==> config.mk <==
export PLATFORM = sky130hd
export DESIGN_NAME = fifo_wr_arbiter
export DESIGN_NICKNAME = d
export VERILOG_FILES = /design/src/rtl/fifo_wr_arbiter.sv
export SDC_FILE = /design/constraint.sdc
export NUM_CORES = 1
export LEC_CHECK = 0
export BUFFER_PORTS_ARGS = -buffer_cell sky130_fd_sc_hd__buf_2
export CAP_MARGIN = 20
export CORE_ASPECT_RATIO = 1.25
export CORE_MARGIN = 4
export CORE_UTILIZATION = 39
export CTS_BUF_LIST = sky130_fd_sc_hd__clkbuf_4
export DETAILED_ROUTE_END_ITERATION = 10
export PLACE_DENSITY = 0.83
export SYNTH_ARGS = -nofsm -noshare
export SYNTH_HDL_FRONTEND = slang
export SYNTH_SLANG_ARGS = --single-unit
==> constraint.sdc <==
create_clock -name wrclk -period 2.3 [get_ports wrclk]
set_input_delay 0.345 -clock wrclk [delete_from_list [all_inputs] [get_ports wrclk]]
set_output_delay 0.345 -clock wrclk [all_outputs]
set_load 0.01 [all_outputs]
==> src/rtl/fifo_wr_arbiter.sv <==
// Round-robin arbiter sharing one async-FIFO write port among NREQ packet sources.
// A grant is held until the packet's last beat or MAXBURST accepted beats, then re-arbitrated.
module fifo_wr_arbiter #(
  parameter int unsigned NREQ     = 4,
  parameter int unsigned DBITS    = 16,
  parameter int unsigned MAXBURST = 8
) (
  input  logic                     wrclk,
  input  logic                     rst,
  input  logic [NREQ-1:0]          req_valid,
  input  logic [NREQ-1:0]          req_last,
  input  logic [NREQ*DBITS-1:0]    req_data,
  output logic [NREQ-1:0]          req_ready,
  output logic                     wr_en,
  output logic [DBITS-1:0]         wr_data,
  input  logic                     wr_full,
  output logic [$clog2(NREQ)-1:0]  grant_id,
  output logic                     busy
);

  localparam int unsigned IdW = $clog2(NREQ);
  localparam int unsigned CntW = $clog2(MAXBURST + 1);

  typedef enum logic {StIdle, StGrant} state_e;

  state_e          state_q, state_d;
  logic [IdW-1:0]  grant_q, grant_d;
  logic [IdW-1:0]  ptr_q, ptr_d;
  logic [CntW-1:0] count_q, count_d;

  logic           found;
  logic [IdW-1:0] pick;
  logic [IdW-1:0] cand;

  always_ff @(posedge wrclk or posedge rst) begin
    if (rst) begin
      state_q <= StIdle;
      grant_q <= '0;
      ptr_q   <= IdW'(NREQ - 1);
      count_q <= '0;
    end else begin
      state_q <= state_d;
      grant_q <= grant_d;
      ptr_q   <= ptr_d;
      count_q <= count_d;
    end
  end

  // First valid requester after ptr, wrapping explicitly so non-power-of-2 NREQ works.
  always_comb begin
    found = 1'b0;
    pick  = '0;
    cand  = ptr_q;
    for (int k = 0; k < int'(NREQ); k++) begin
      cand = (cand == IdW'(NREQ - 1)) ? '0 : cand + IdW'(1);
      if (!found && req_valid[cand]) begin
        found = 1'b1;
        pick  = cand;
      end
    end
  end

  always_comb begin
    state_d   = state_q;
    grant_d   = grant_q;
    ptr_d     = ptr_q;
    count_d   = count_q;
    req_ready = '0;
    wr_en     = 1'b0;
    wr_data   = '0;
    unique case (state_q)
      StIdle: begin
        if (found) begin
          grant_d = pick;
          count_d = '0;
          state_d = StGrant;
        end
      end
      StGrant: begin
        req_ready[grant_q] = ~wr_full;
        wr_en              = req_valid[grant_q] & ~wr_full;
        wr_data            = req_data[int'(grant_q)*DBITS +: DBITS];
        if (wr_en) begin
          count_d = count_q + CntW'(1);
          // last and burst cap on the same beat collapse into one release
          if (req_last[grant_q] || count_d == CntW'(MAXBURST)) begin
            state_d = StIdle;
            ptr_d   = grant_q;
          end
        end
      end
      default: state_d = StIdle;
    endcase
  end

  assign grant_id = grant_q;
  assign busy     = (state_q == StGrant);

endmodule

# Yosys cells after proc, flatten, opt, wreduce, memory -nomap -nowiden
# Index checks and enable logic that the tools add are counted.
[word_totals]
register_bits = 9
latch_bits = 0
mem_bits_rw = 0
romBits = 0
in_bits = 75
elab_cells = 74
n_memories = 0
[op_classes]
add_sub_neg = 5
n_mul = 0
div = 0
magnitude_cmp = 6
eq_ne = 7
shifts = 1
muxes = 36
n_bitwise = 4
reduce_logical = 11
[ops]
columns = ["operator", "count"]
rows = [
  ["variable part select 64 x 7 -> 16 bit", 1],
  ["two-way mux 16 bit", 1],
  ["two-way mux 2 bit", 8],
  ["< comparator 2 x 3 -> 1 bit (second input constant)", 5],
  ["two-way mux 1 bit", 15],
  ["binary-select mux 1 bit (select 2 bit)", 6],
  ["two-way mux 4 bit", 3],
  ["adder 2 x 1 -> 2 bit (second input constant)", 4],
  ["== test 2 bit (second input constant)", 4],
  ["one-hot mux 4 bit (2 select lines)", 1],
  ["adder 4 x 1 -> 4 bit (second input constant)", 1],
  ["AND 4 bit", 1],
  ["== test 4 bit (second input constant)", 1],
  ["logical AND 1 bit", 4],
  ["AND reduction 2 bit", 2],
  ["logical NOT 1 bit", 3],
  ["AND reduction 3 bit", 1],
  ["demux 1 bit (select 2 bit)", 1],
  ["greater-or-equal comparator 2 x 1 -> 1 bit (second input constant)", 1],
  ["!= test 2 x 1 -> 1 bit (second input constant)", 1],
  ["!= test 2 bit (second input constant)", 1],
  ["inverter 1 bit", 2],
  ["one-hot mux 1 bit (2 select lines)", 1],
  ["AND 1 bit", 1],
  ["logical OR 1 bit", 1],
]

# Depth between registers and ports, before layout
[depth]
depth_word = 16
depth_mapped = 5
ltp_nobuf = 5

# Least setup slack after synthesis
# OpenSTA, ideal clock, no wires.
[synth_timing]
path_kind = "register to output"
startpoint = "register grant_q[0] (netlist: grant_id[0])"
endpoint = "output wr_data[10]"
t_arrival_ps = 1575
t_required_ps = 1955
path_slack_ps = 380
path_stages_with_launch = 5
n_path_buf = 2
path_cell_list = "dfrtp_1 -> buf_2 -> buf_2 -> mux4_2 -> and2_1"
[synth_via]
elab_chain_len = 2
[synth_rtl]
columns = ["item", "line_no", "source"]
rows = [
  ["start: declaration", "27", "logic [IdW-1:0] grant_q, grant_d;"],
  ["start signal: assignment", "43", "grant_q <= grant_d;"],
  ["variable part select 64 x 7 -> 16 bit", "82", "wr_data = req_data[int'(grant_q)*DBITS +: DBITS];"],
  ["two-way mux 16 bit", "71", "unique case (state_q)"],
  ["end: declaration", "15", "output logic [DBITS-1:0] wr_data,"],
]
# Every way passes these cells.

# Worst setup path after layout
[layout_timing]
startpoint = "register grant_q[0] (netlist: grant_id[0])"
endpoint = "output wr_data[13]"
# The elaborated chain is that of the path after synthesis.

==> impl_metrics.tcl <==
set metrics [dict create \
    layout.nets 275 \
    rsz0062_at_grt "false" \
    syn_to_final_growth_pct 49.9 \
    dieArea_um2 3740 \
    multiInputGateArea_um2 813 \
    die_h_um 67.4 \
    clockBufferDepth 2 \
    ant_nets 0 \
    cts_hold_buf 0 \
    crit_path_end_kind "primary output" \
    overflow 0 \
    cts_tree "done" \
    outcome "finished clean" \
    path_clk_slew_ns 0.07 \
    cts_num_sinks 9 \
    worst-path-max-fanout 15 \
    ys_top_cells_by_count "18 x mux4_2, 17 x and2_1, 7 x dfrtp_1" \
    slowest_delay_ns 0.53 \
    final-hold-violation-count 0 \
    switching_share_pct 41.7 \
    synth_area_leaders "mux4_2 37%, dfrtp_1 16%, and2_1 9.7%" \
    ff2ff_setup_slack_ns 0.66 \
    synth_cell_type_count 33 \
    p_switching_uw 720 \
    regArea_um2 228 \
    skew_ns 0.0118 \
    setup_viol 0 \
    antenna_found_initial 0 \
    clkPwrFrac_pct 7.4 \
    clockRootBuffer "clkbuf_4" \
    ys_async_sr_fraction_pct 100 \
    tns_ns 0 \
    drive_gt1_share_pct 67.5 \
    n_antenna_cell 0 \
    relSlewSlack_pct 72.9 \
    fmax_mhz 490 \
    fillers 258 \
    post-dp-hpwl_um 3160 \
    routabilityCongestion 0.835 \
    dr_total_vias 1240 \
    crit_type "reg -> out" \
    drcViolationCount 0 \
    synth_top_area_share_pct 36.8 \
    grt_pass1_vias 1202 \
    seqPwrFrac_pct 17.6 \
    drtIter0Drc 33 \
    synth_edf_count 0 \
    fp.dieW_um 55.5 \
    p_leak_uw 0.000848 \
    core.rowCount 21 \
    dr.pass1.iters 4 \
    synthFlopType "dfrtp_1" \
    yosysMostFrequentCell "mux4_2" \
    wl_per_cell_um 15.9 \
    port_buffers 98 \
    maxSlewViolCount 0 \
    io_pins 99 \
    ys_seq_elements 9 \
    required_ns 1.96 \
    synthCells 99 \
    start_util_pct 40.7 \
    yosys.area.top_type "mux4_2" \
    syn_nets 176 \
    core_area_um2 2710 \
    cp_slowest_cell "mux4_2" \
    p_comb_share_pct 75.0 \
    worstPathBufferInverterCount 2 \
    ctsResizeCount 0 \
    post_drt_via_cell_ratio 5.37 \
    synth.cell_area_um2 1100 \
    hold_path_class "in -> async" \
    fin_util_pct 61.0 \
    grt_usage_pct 19.5 \
    yosys_warnings 0 \
    tightest_slew_ns 0.406 \
    clkLatencyLatePin_ns 0.27 \
    path_delay_family "multiplexers" \
    post_cts_buffers 0 \
    yosysSeqAreaShare_pct 20.7 \
    htree_levels 1 \
    numCtsBuffers 3 \
    arrival_ns 1.69 \
    max-vdd-ir-drop_uv 788 \
    grt_max_degree 25 \
    crit_chain "buf_4 > mux4_2 > and2_1 > buf_2" \
    fin_crit_sh_pct 88.7 \
    pwr_density_cell_nw_per_um2 1050 \
    avgSynthCellArea_um2 11.1 \
    grt_pass1_wl_um 5650 \
    maxCapViolations 0 \
    wirelength_um 3670 \
    cp-start-kind "register" \
    p_int_uw 1010 \
    min_period_ns 2.04 \
]
-- per-layer routing --
| layer | global-route usage [%] | part of all wire, % |
|---|---|---|
| met1 | 24.4 | 39 |
| met4 | 3.65 | 0.74 |
| met3 | 5.35 | 10 |
| met2 | 34.0 | 50 |
| met5 | 0 | 0 |
-- logic make-up (layout without fill, tap and decap cells) --
kind of cell	count (synthesis)	count (layout)	share of synthesized area (%)
AOI/OAI and AO/OA	15	15	9.21
buffers and inverters	13	111	5.45
adders and majority gates	2	2	2.27
DFF	9	9	20.7
xor gates and xnor gates	1	1	0.796
and+or+nand+nor	38	38	21.0
muxes	21	21	40.6
-- cell usage in the layout, fill, tap and decap left out, types with 2 or more instances in the layout --
master     n
clkbuf_4   3
nor2b_1    2
ha_1       2
nor3b_1    2
buf_2     98
buf_4      4
and2_1    17
nand2_1    4
dfstp_2    2
nor4_1     2
inv_1      5
or2_2      2
and3b_1    2
nor2_1     2
nand3_1    3
dfrtp_1    7
a21oi_1    5
mux4_2    18
mux2_4     2
-- stage by stage --
step | area (um2) | cells | worst slack (ns) | total power (uW) | hold slack [ns]
after floorplan | 1100 | 99 | 0.380 | 1220 | 0.171
after global placement | 1620 | 227 | 0.562 | 1590 | 0.317
after detailed placement | 1620 | 227 | 0.547 | 1610 | 0.324
after CTS | 1650 | 231 | 0.247 | 1740 | 0.0328
after global routing | 1650 | 231 | 0.173 | 1880 | 0.0483
final | 1650 | 231 | 0.261 | 1730 | 0.0191
-- sequential cells by signal, indices dropped and copies added (netlist names) --
signal	flops
count_q	4
grant_id	2
ptr_q	2
busy	1
-- power by group through the flow --
stage | Combinational, uW | Sequential (uW) | Clock, uW
after floorplan | 927 | 296 | 0
after global placement | 1290 | 303 | 0
after detailed placement | 1310 | 305 | 0
after CTS | 1310 | 304 | 129
after global routing | 1420 | 318 | 140
final | 1290 | 304 | 128
-- worst paths after layout --
| kind | start | end | depth (start not counted) |
|---|---|---|---|
| max in group asynchronous | rst | ptr_q[0]$_DFFE_PP1P_ | 2 |
| min reg2reg | count_q[2]$_DFFE_PP0P_ | count_q[2]$_DFFE_PP0P_ | 1 |
| min in group wrclk | req_valid[3] | grant_id[0]$_DFFE_PP0P_ | 3 |
| max | grant_id[0]$_DFFE_PP0P_ | wr_data[13] | 4 |
| min | rst | grant_id[1]$_DFFE_PP0P_ | 2 |
| max reg2reg | grant_id[0]$_DFFE_PP0P_ | ptr_q[0]$_DFFE_PP1P_ | 5 |
-- layout make-up --
type	count	share of cell area (%)
multi-input combinational	77	49.3
timing repair buffer	102	31.5
sequential	9	13.8
tap	34	2.58
clock buffer	3	1.36
inverter	5	1.14
clock inverter	1	0.303
(Power assumes the default switching activity.)
